## config.mk

```make
export PLATFORM = sky130hd
export DESIGN_NAME = ahb_lite_cordic_ctrl
export DESIGN_NICKNAME = d
export VERILOG_FILES = /design/src/rtl/ahb_lite_cordic_ctrl.sv
export SDC_FILE = /design/constraint.sdc
export NUM_CORES = 1
export LEC_CHECK = 0
export ABC_CLOCK_PERIOD_IN_PS = 4300
export CORE_MARGIN = 1.5
export CORE_UTILIZATION = 46
export CTS_CLUSTER_SIZE = 14
export DETAILED_ROUTE_END_ITERATION = 8
export PLACE_DENSITY_LB_ADDON = 0.08
export SLEW_MARGIN = 25
export SYNTH_ARGS = -nofsm -noshare
export SYNTH_HDL_FRONTEND = slang
export SYNTH_SLANG_ARGS = --single-unit
```

## constraint.sdc

```tcl
create_clock -name HCLK -period 4.3 [get_ports HCLK]
set_input_delay 0.645 -clock HCLK [delete_from_list [all_inputs] [get_ports HCLK]]
set_output_delay 0.645 -clock HCLK [all_outputs]
set_load 0.02 [all_outputs]
```

## src/rtl/ahb_lite_cordic_ctrl.sv

```systemverilog
// ahb_lite_cordic_ctrl: AHB-Lite slave with posted operand buffer to the CORDIC core,
// result-FIFO reads with timeout, outstanding-op tracking, STATUS/CTRL registers and irq.
module ahb_lite_cordic_ctrl #(
    parameter int ADDR_W  = 4,
    parameter int CNT_W   = 8,
    parameter int TIMEOUT = 1024
) (
    input  logic        HCLK,
    input  logic        HRESETn,
    input  logic        HSEL,
    input  logic [31:0] HADDR,
    input  logic [1:0]  HTRANS,
    input  logic        HWRITE,
    input  logic [2:0]  HSIZE,
    input  logic        HREADY,
    input  logic [31:0] HWDATA,
    output logic        HREADYOUT,
    output logic        HRESP,
    output logic [31:0] HRDATA,
    output logic [31:0] cordic_in_data,
    output logic        cordic_in_valid,
    input  logic        cordic_in_ready,
    output logic        fifo_rd_en,
    input  logic [31:0] fifo_rd_data,
    input  logic        fifo_empty,
    output logic        irq
);
    localparam int TW = TIMEOUT > 1 ? $clog2(TIMEOUT) : 1;

    typedef enum logic [2:0] {IDLE, WR, RD, RD_DONE, REG, ERR1, ERR2} state_t;
    state_t state, state_d;

    logic [CNT_W-1:0] outstanding;
    logic [TW-1:0] wcnt;
    logic [31:0] status;
    logic ovf, irq_en, reg_ctrl, reg_wr;
    logic acc, is_data, is_status, is_ctrl, illegal, inc, dec, timeout_hit, ctrl_wr;
    logic unused;

    assign acc       = HSEL && HREADY && HTRANS[1];
    assign is_data   = HADDR[ADDR_W-1:0] == ADDR_W'(0);
    assign is_status = HADDR[ADDR_W-1:0] == ADDR_W'(4);
    assign is_ctrl   = HADDR[ADDR_W-1:0] == ADDR_W'(8);
    // a DATA read with nothing queued and nothing in flight could never complete
    assign illegal   = !(is_data || is_status || is_ctrl) || HSIZE != 3'b010 ||
                       (is_data && !HWRITE && fifo_empty && outstanding == '0);
    assign inc         = cordic_in_valid && cordic_in_ready;
    assign dec         = fifo_rd_en && outstanding != '0;
    assign timeout_hit = (TIMEOUT != 0) && (wcnt == TW'(TIMEOUT - 1));
    assign ctrl_wr     = state == REG && reg_ctrl && reg_wr;
    assign irq         = irq_en && !fifo_empty;
    assign status      = {16'b0, 8'(outstanding), 4'b0, ovf, cordic_in_valid, fifo_empty, irq};
    assign unused      = ^{HADDR[31:ADDR_W], HTRANS[0]};

    always_ff @(posedge HCLK or negedge HRESETn) begin
        if (!HRESETn) state <= IDLE;
        else state <= state_d;
    end

    // a completing data phase may accept the next address phase directly
    always_comb begin
        state_d = state;
        if (HREADYOUT) state_d = !acc ? IDLE : illegal ? ERR1 : !is_data ? REG : HWRITE ? WR : RD;
        else if (state == RD) state_d = !fifo_empty ? RD_DONE : timeout_hit ? ERR1 : RD;
        else if (state == ERR1) state_d = ERR2;
    end

    always_comb begin
        HREADYOUT  = !(state == RD || state == ERR1 || (state == WR && cordic_in_valid));
        HRESP      = state == ERR1 || state == ERR2;
        fifo_rd_en = state == RD && !fifo_empty;
    end

    always_ff @(posedge HCLK or negedge HRESETn) begin
        if (!HRESETn) begin
            HRDATA          <= '0;
            cordic_in_valid <= 1'b0;
            cordic_in_data  <= '0;
            outstanding     <= '0;
            ovf             <= 1'b0;
            irq_en          <= 1'b0;
            reg_ctrl        <= 1'b0;
            reg_wr          <= 1'b0;
            wcnt            <= '0;
        end else begin
            wcnt <= state == RD ? wcnt + 1'b1 : '0;
            if (HREADYOUT && acc) begin
                reg_ctrl <= is_ctrl;
                reg_wr   <= HWRITE;
                if (!illegal && !HWRITE && !is_data) HRDATA <= is_ctrl ? {31'b0, irq_en} : status;
            end
            if (fifo_rd_en) HRDATA <= fifo_rd_data;
            if (state == WR && !cordic_in_valid) begin
                cordic_in_valid <= 1'b1;
                cordic_in_data  <= HWDATA;
            end else if (inc) cordic_in_valid <= 1'b0;
            if (ctrl_wr) irq_en <= HWDATA[0];
            if (inc && !dec && outstanding == '1) ovf <= 1'b1;
            else if (ctrl_wr && HWDATA[1]) ovf <= 1'b0;
            if (inc && !dec && outstanding != '1) outstanding <= outstanding + 1'b1;
            else if (dec && !inc) outstanding <= outstanding - 1'b1;
        end
    end
endmodule

```

# After elaboration in Yosys (flattened, before gate mapping)

Index checks and enable logic that the tools add are counted.

Word-level logic and storage cells: 91
Flip-flop bits (word level): 90

Reductions and logical operators: 46
Equality and inequality tests: 12
Mux-type cells: 20
Add/subtract/negate cells: 3

Operator list:

| cell                  | number |
|---|---|
| $mux 32               | 3 |
| $mux 3                | 8 |
| $logic_and 1x1->1     | 21 |
| $mux 16               | 1 |
| $mux 8                | 2 |
| $add 10x1->10 const B | 1 |
| $eq 10x10->1 const B  | 1 |
| $mux 10               | 1 |
| $reduce_bool 2->1     | 5 |
| $eq 3x3->1 const B    | 3 |
| $logic_not 1->1       | 9 |
| $add 8x1->8 const B   | 1 |
| $eq 8x8->1 const B    | 1 |
| $logic_not 8->1       | 1 |
| $ne 8x8->1 const B    | 1 |
| $reduce_bool 8->1     | 1 |
| $sub 8x1->8 const B   | 1 |
| $logic_or 1x1->1      | 7 |
| $eq 4x3->1 const B    | 1 |
| $eq 4x4->1 const B    | 1 |
| $logic_not 4->1       | 1 |
| $mux 1                | 4 |
| $eq 3x1->1 const B    | 1 |
| $eq 3x2->1 const B    | 1 |
| other kinds (4)       | 4 |

# Logic depth before layout (Yosys ltp)

Depth after elaboration: 12
Depth in mapped cells: 11
Gate-level depth less buffers: 10

# Worst setup path after synthesis

Ideal clock, no wire load.

Path type: input to register
From: in fifo_empty
To: reg outstanding[5]
Stages: 11
Setup time: 0.125 ns
Slack: 1.318 ns
Arrival: 2.857 ns
Path buffers: 1
Path through: or4b_1 buf_2 a21oi_4 nor3_2 inv_1 ha_1 a21o_1 a21oi_1 o21ai_0 xor2_1 mux2_4

Word-level cells in the longest chain between the ends: 7
Elaborated cells between the ends (all ways): 9
Classes of those cells: mux: 1; reduce/logical: 8

Ends and longest elaborated chain:

| item                                        | RTL line | source |
|---|---|---|
| start, declared                             | 25       | `input logic fifo_empty,` |
| $logic_not 1->1 (*)                         | 71       | `fifo_rd_en = state == RD && !fifo_empty;` |
| $logic_and 1x1->1 (*)                       | 71       |  |
| $logic_and 1x1->1 (*)                       | 48       | `assign dec = fifo_rd_en && outstanding != '0;` |
| $logic_not 1->1                             | 100      | `if (inc && !dec && outstanding != '1) outstanding <= outstanding + 1'b1;` |
| $logic_and 1x1->1 (2 in a row)              | 100      |  |
| $mux 8 or $reduce_bool 2->1 (tied branches) | -        |  |
| end signal, assigned                        | 100      |  |
| end signal, assigned                        | 101      | `else if (dec && !inc) outstanding <= outstanding - 1'b1;` |
| end, declared                               | 33       | `logic [CNT_W-1:0] outstanding;` |

Every way passes the cells marked *; elsewhere a longest branch is shown, timed or not.
A chain may end at the register's enable or synchronous reset.

# Final worst setup path

From: in fifo_empty
To: out fifo_rd_en

Word-level cells in the longest chain between the ends: 2

Ends and longest elaborated chain:

| item              | RTL line | source |
|---|---|---|
| $logic_not 1->1   | 71       |  |
| $logic_and 1x1->1 | 71       |  |
| end, declared     | 23       | `output logic fifo_rd_en,` |

No other way between the ends.

==> out/summary.txt <==
Post-synth EDFFs -> 0
First-pass GRT wire length -> 16.6 mm
Layout area overhead -> 43.2%
# DRC -> 0
Wire per inst -> 15.3 um
DP Area -> 5730 um2
Worst slew pin tran -> 762 ps
Die width -> 97.7 um
# H-tree levels -> 3
FILL cells -> 698
Vias per cell -> 5.22
Tcrit/Tclk final -> 0.801
Clock-pin slew on the worst setup and hold paths -> 90 ps
P_int -> 2.51 mW
Slowest cell on crit path -> or4b_1
Met2 usage -> 0.327
Hold buffers post-CTS -> 0
M3 GR Usage -> 0.0787
GPL Wtd Cong -> 0.859
Worst path max stage delay -> 610 ps
Final ANT Viol Nets -> 0
Drt first-iter violations -> 77
Register area -> 2250 um2
CTS Buffer Depth -> 2
Synth top area share -> 0.545
Post-Layout Cell Count -> 635
Number of buffers and inverters on the critical path -> 4
Dpl hpwl -> 7.09 mm
Largest net degree at the start of global routing -> 63
RSZ-0062 raised after global routing -> false
Row count -> 34
Setup TNS -> 0 ps
Busiest grt layer -> met2
Switch share -> 0.376
Rel. slew slack -> 0.487
CP startpoint -> fifo_empty
Yosys warning count -> 0
CTS tree -> built
Critical Setup Path Class -> in2out
Most frequent cell after synthesis -> dfrtp_1
Post_cts resized -> 0
Syn Nets -> 492
Grt ovf -> 0
Place WS -> 602 ps
Cells after Synth -> 375
Crit-path cells -> clkdlybuf4s50_1, or4b_1, buf_4, inv_1, clkdlybuf4s50_1
Post-placement cell count -> 620
Fin worst setup slack -> 857 ps
P_leak -> 2.47 nW
Sequential area share after synthesis -> 0.545
Clk sinks -> 90
GR Util met1 -> 0.288
Vias -> 3,312
Design Area, Final -> 5910 um2
Distinct cells, synth -> 46
Finished Core Util -> 0.678
Async SR Flop Fraction -> 1.00
Buffers on Ports -> 147
Total GRT Usage -> 0.216
Reg power frac -> 0.363
Mapped cell area -> 4130 um2
Die H -> 97.7 um
Clock Skew -> 10.4 ps
I/O pin total -> 177
Sw Pwr -> 1.51 mW
Most used DFF post-synth -> dfrtp_1
Worst VDD drop -> 0.425 mV
WP data arrival -> 2800 ps
Fin nets -> 640
Reg-to-reg critical path startpoint -> outstanding[0]
Most frequent CP cell -> clkdlybuf4s50_1
Starting Density -> 0.473
Die ar. -> 9550 um2
Pwr per Cell Area -> 679 nW/um2
Clock power share -> 0.139
Hold WS -> 345 ps
Endpoints failing setup -> 0
Post-route minimum period -> 3440 ps
Multi-input gate area -> 1780 um2
Synth top cells by count -> 90 x dfrtp_1, 53 x nand2_1, 35 x mux2_2
Mapped Avg Cell Area -> 11.0 um2
Core Region -> 8720 um2
Hold crit path type -> in2async
Final WL -> 9.73 mm
Crit-path max FO -> 42
Crit. End Element -> output port
Top cell family by delay on the critical path -> buffers and inverters
Worst-skew pair later-pin latency -> 360 ps
# Max-Cap Violations -> 0
Max frequency -> 0.290 GHz
Area contributors post-synth -> dfrtp_1 55%, mux2_2 9.5%, nand2_1 4.8%, o21ai_0 3.3%, ha_1 2.4%
Final Power -> 4.01 mW
Combinational fraction of design power -> 0.497
Drt first pass iters -> 4
CTS root buf -> clkbuf_8
Antenna Cells -> 0
Synthesized flop and latch total -> 90
CP startpoint kind -> input port
Hold Violations, Final -> 0
Initial antenna violation count -> 0
Critical Path RT -> 3650 ps
Post-CTS setup buffers -> 0
Layout cell share with drive strength beyond 1 -> 0.127
Slew Viols, Final -> 0
Yosys top cell by area -> dfrtp_1
Status -> completed
Vias in the first global route -> 3,452
TritonCTS buffer count -> 9
[final timing paths]
check	end	slack, ps	cells after the start
worst max-delay path	fifo_rd_en	860	5
worst min-delay path	HRDATA[4]	340	1
worst min register to register	wcnt[0]	500	1
max in group asynchronous	outstanding[0]	3050	2
worst max register to register	outstanding[6]	1080	10
min in group HCLK	wcnt[0]	500	1
[cell usage in the layout (no fill, tap or decap), drive strengths merged, types with 5 or more instances in the layout]
cell type      instances
clkdlybuf4s50        146
dfrtp                 90
nand2                 53
mux2                  40
o21ai                 27
nor2                  23
nand2b                12
a21oi                 12
clkbuf                11
inv                   10
nand3b                10
a31oi                 10
xor2                   8
ha                     8
buf                    8
nand3                  5
xnor2                  5
[flip-flops by register name (all words and copies together), names as in the netlist]
signal	count
state	3
wcnt	10
reg_ctrl	1
cordic_in_data	32
irq_en	1
cordic_in_valid	1
ovf	1
reg_wr	1
outstanding	8
HRDATA	32
[power by group through the flow]
stage | sequential [mW] | clock, mW | combinational (mW)
2_1_floorplan | 1.80 | 0 | 0.766
3_3_place_gp | 1.44 | 0 | 1.95
3_5_place_dp | 1.47 | 0 | 2.00
4_1_cts | 1.46 | 0.578 | 2.02
5_1_grt | 1.51 | 0.616 | 2.15
6_report | 1.46 | 0.560 | 2.00
[metal layers]
metal,share of wire,vias up
met5,0,-
met4,0.016,0
met3,0.088,14
met2,0.45,133
met1,0.45,1569
li1,-,1596
[cell families (layout without fill, tap and decap cells)]
family,after synthesis,count (layout),synth area share
flip-flops,90,90,0.545
multiplexers,42,42,0.118
adder cells (fa/ha/maj),9,9,0.0291
buffers and inverters,27,179,0.0270
AND/OR/NAND/NOR,132,132,0.162
AO/OA/AOI/OAI,62,62,0.0906
XOR/XNOR,13,13,0.0276
[cell type report]
class | instances | area share
Sequential cell | 90 | 0.381
Multi-Input combinational cell | 258 | 0.301
Timing Repair Buffer | 154 | 0.257
Tap cell | 108 | 0.0229
Clock buffer | 11 | 0.0222
Clock inverter | 4 | 0.00910
Inverter | 10 | 0.00635
No activity file was read; power rests on OpenSTA's default activity.
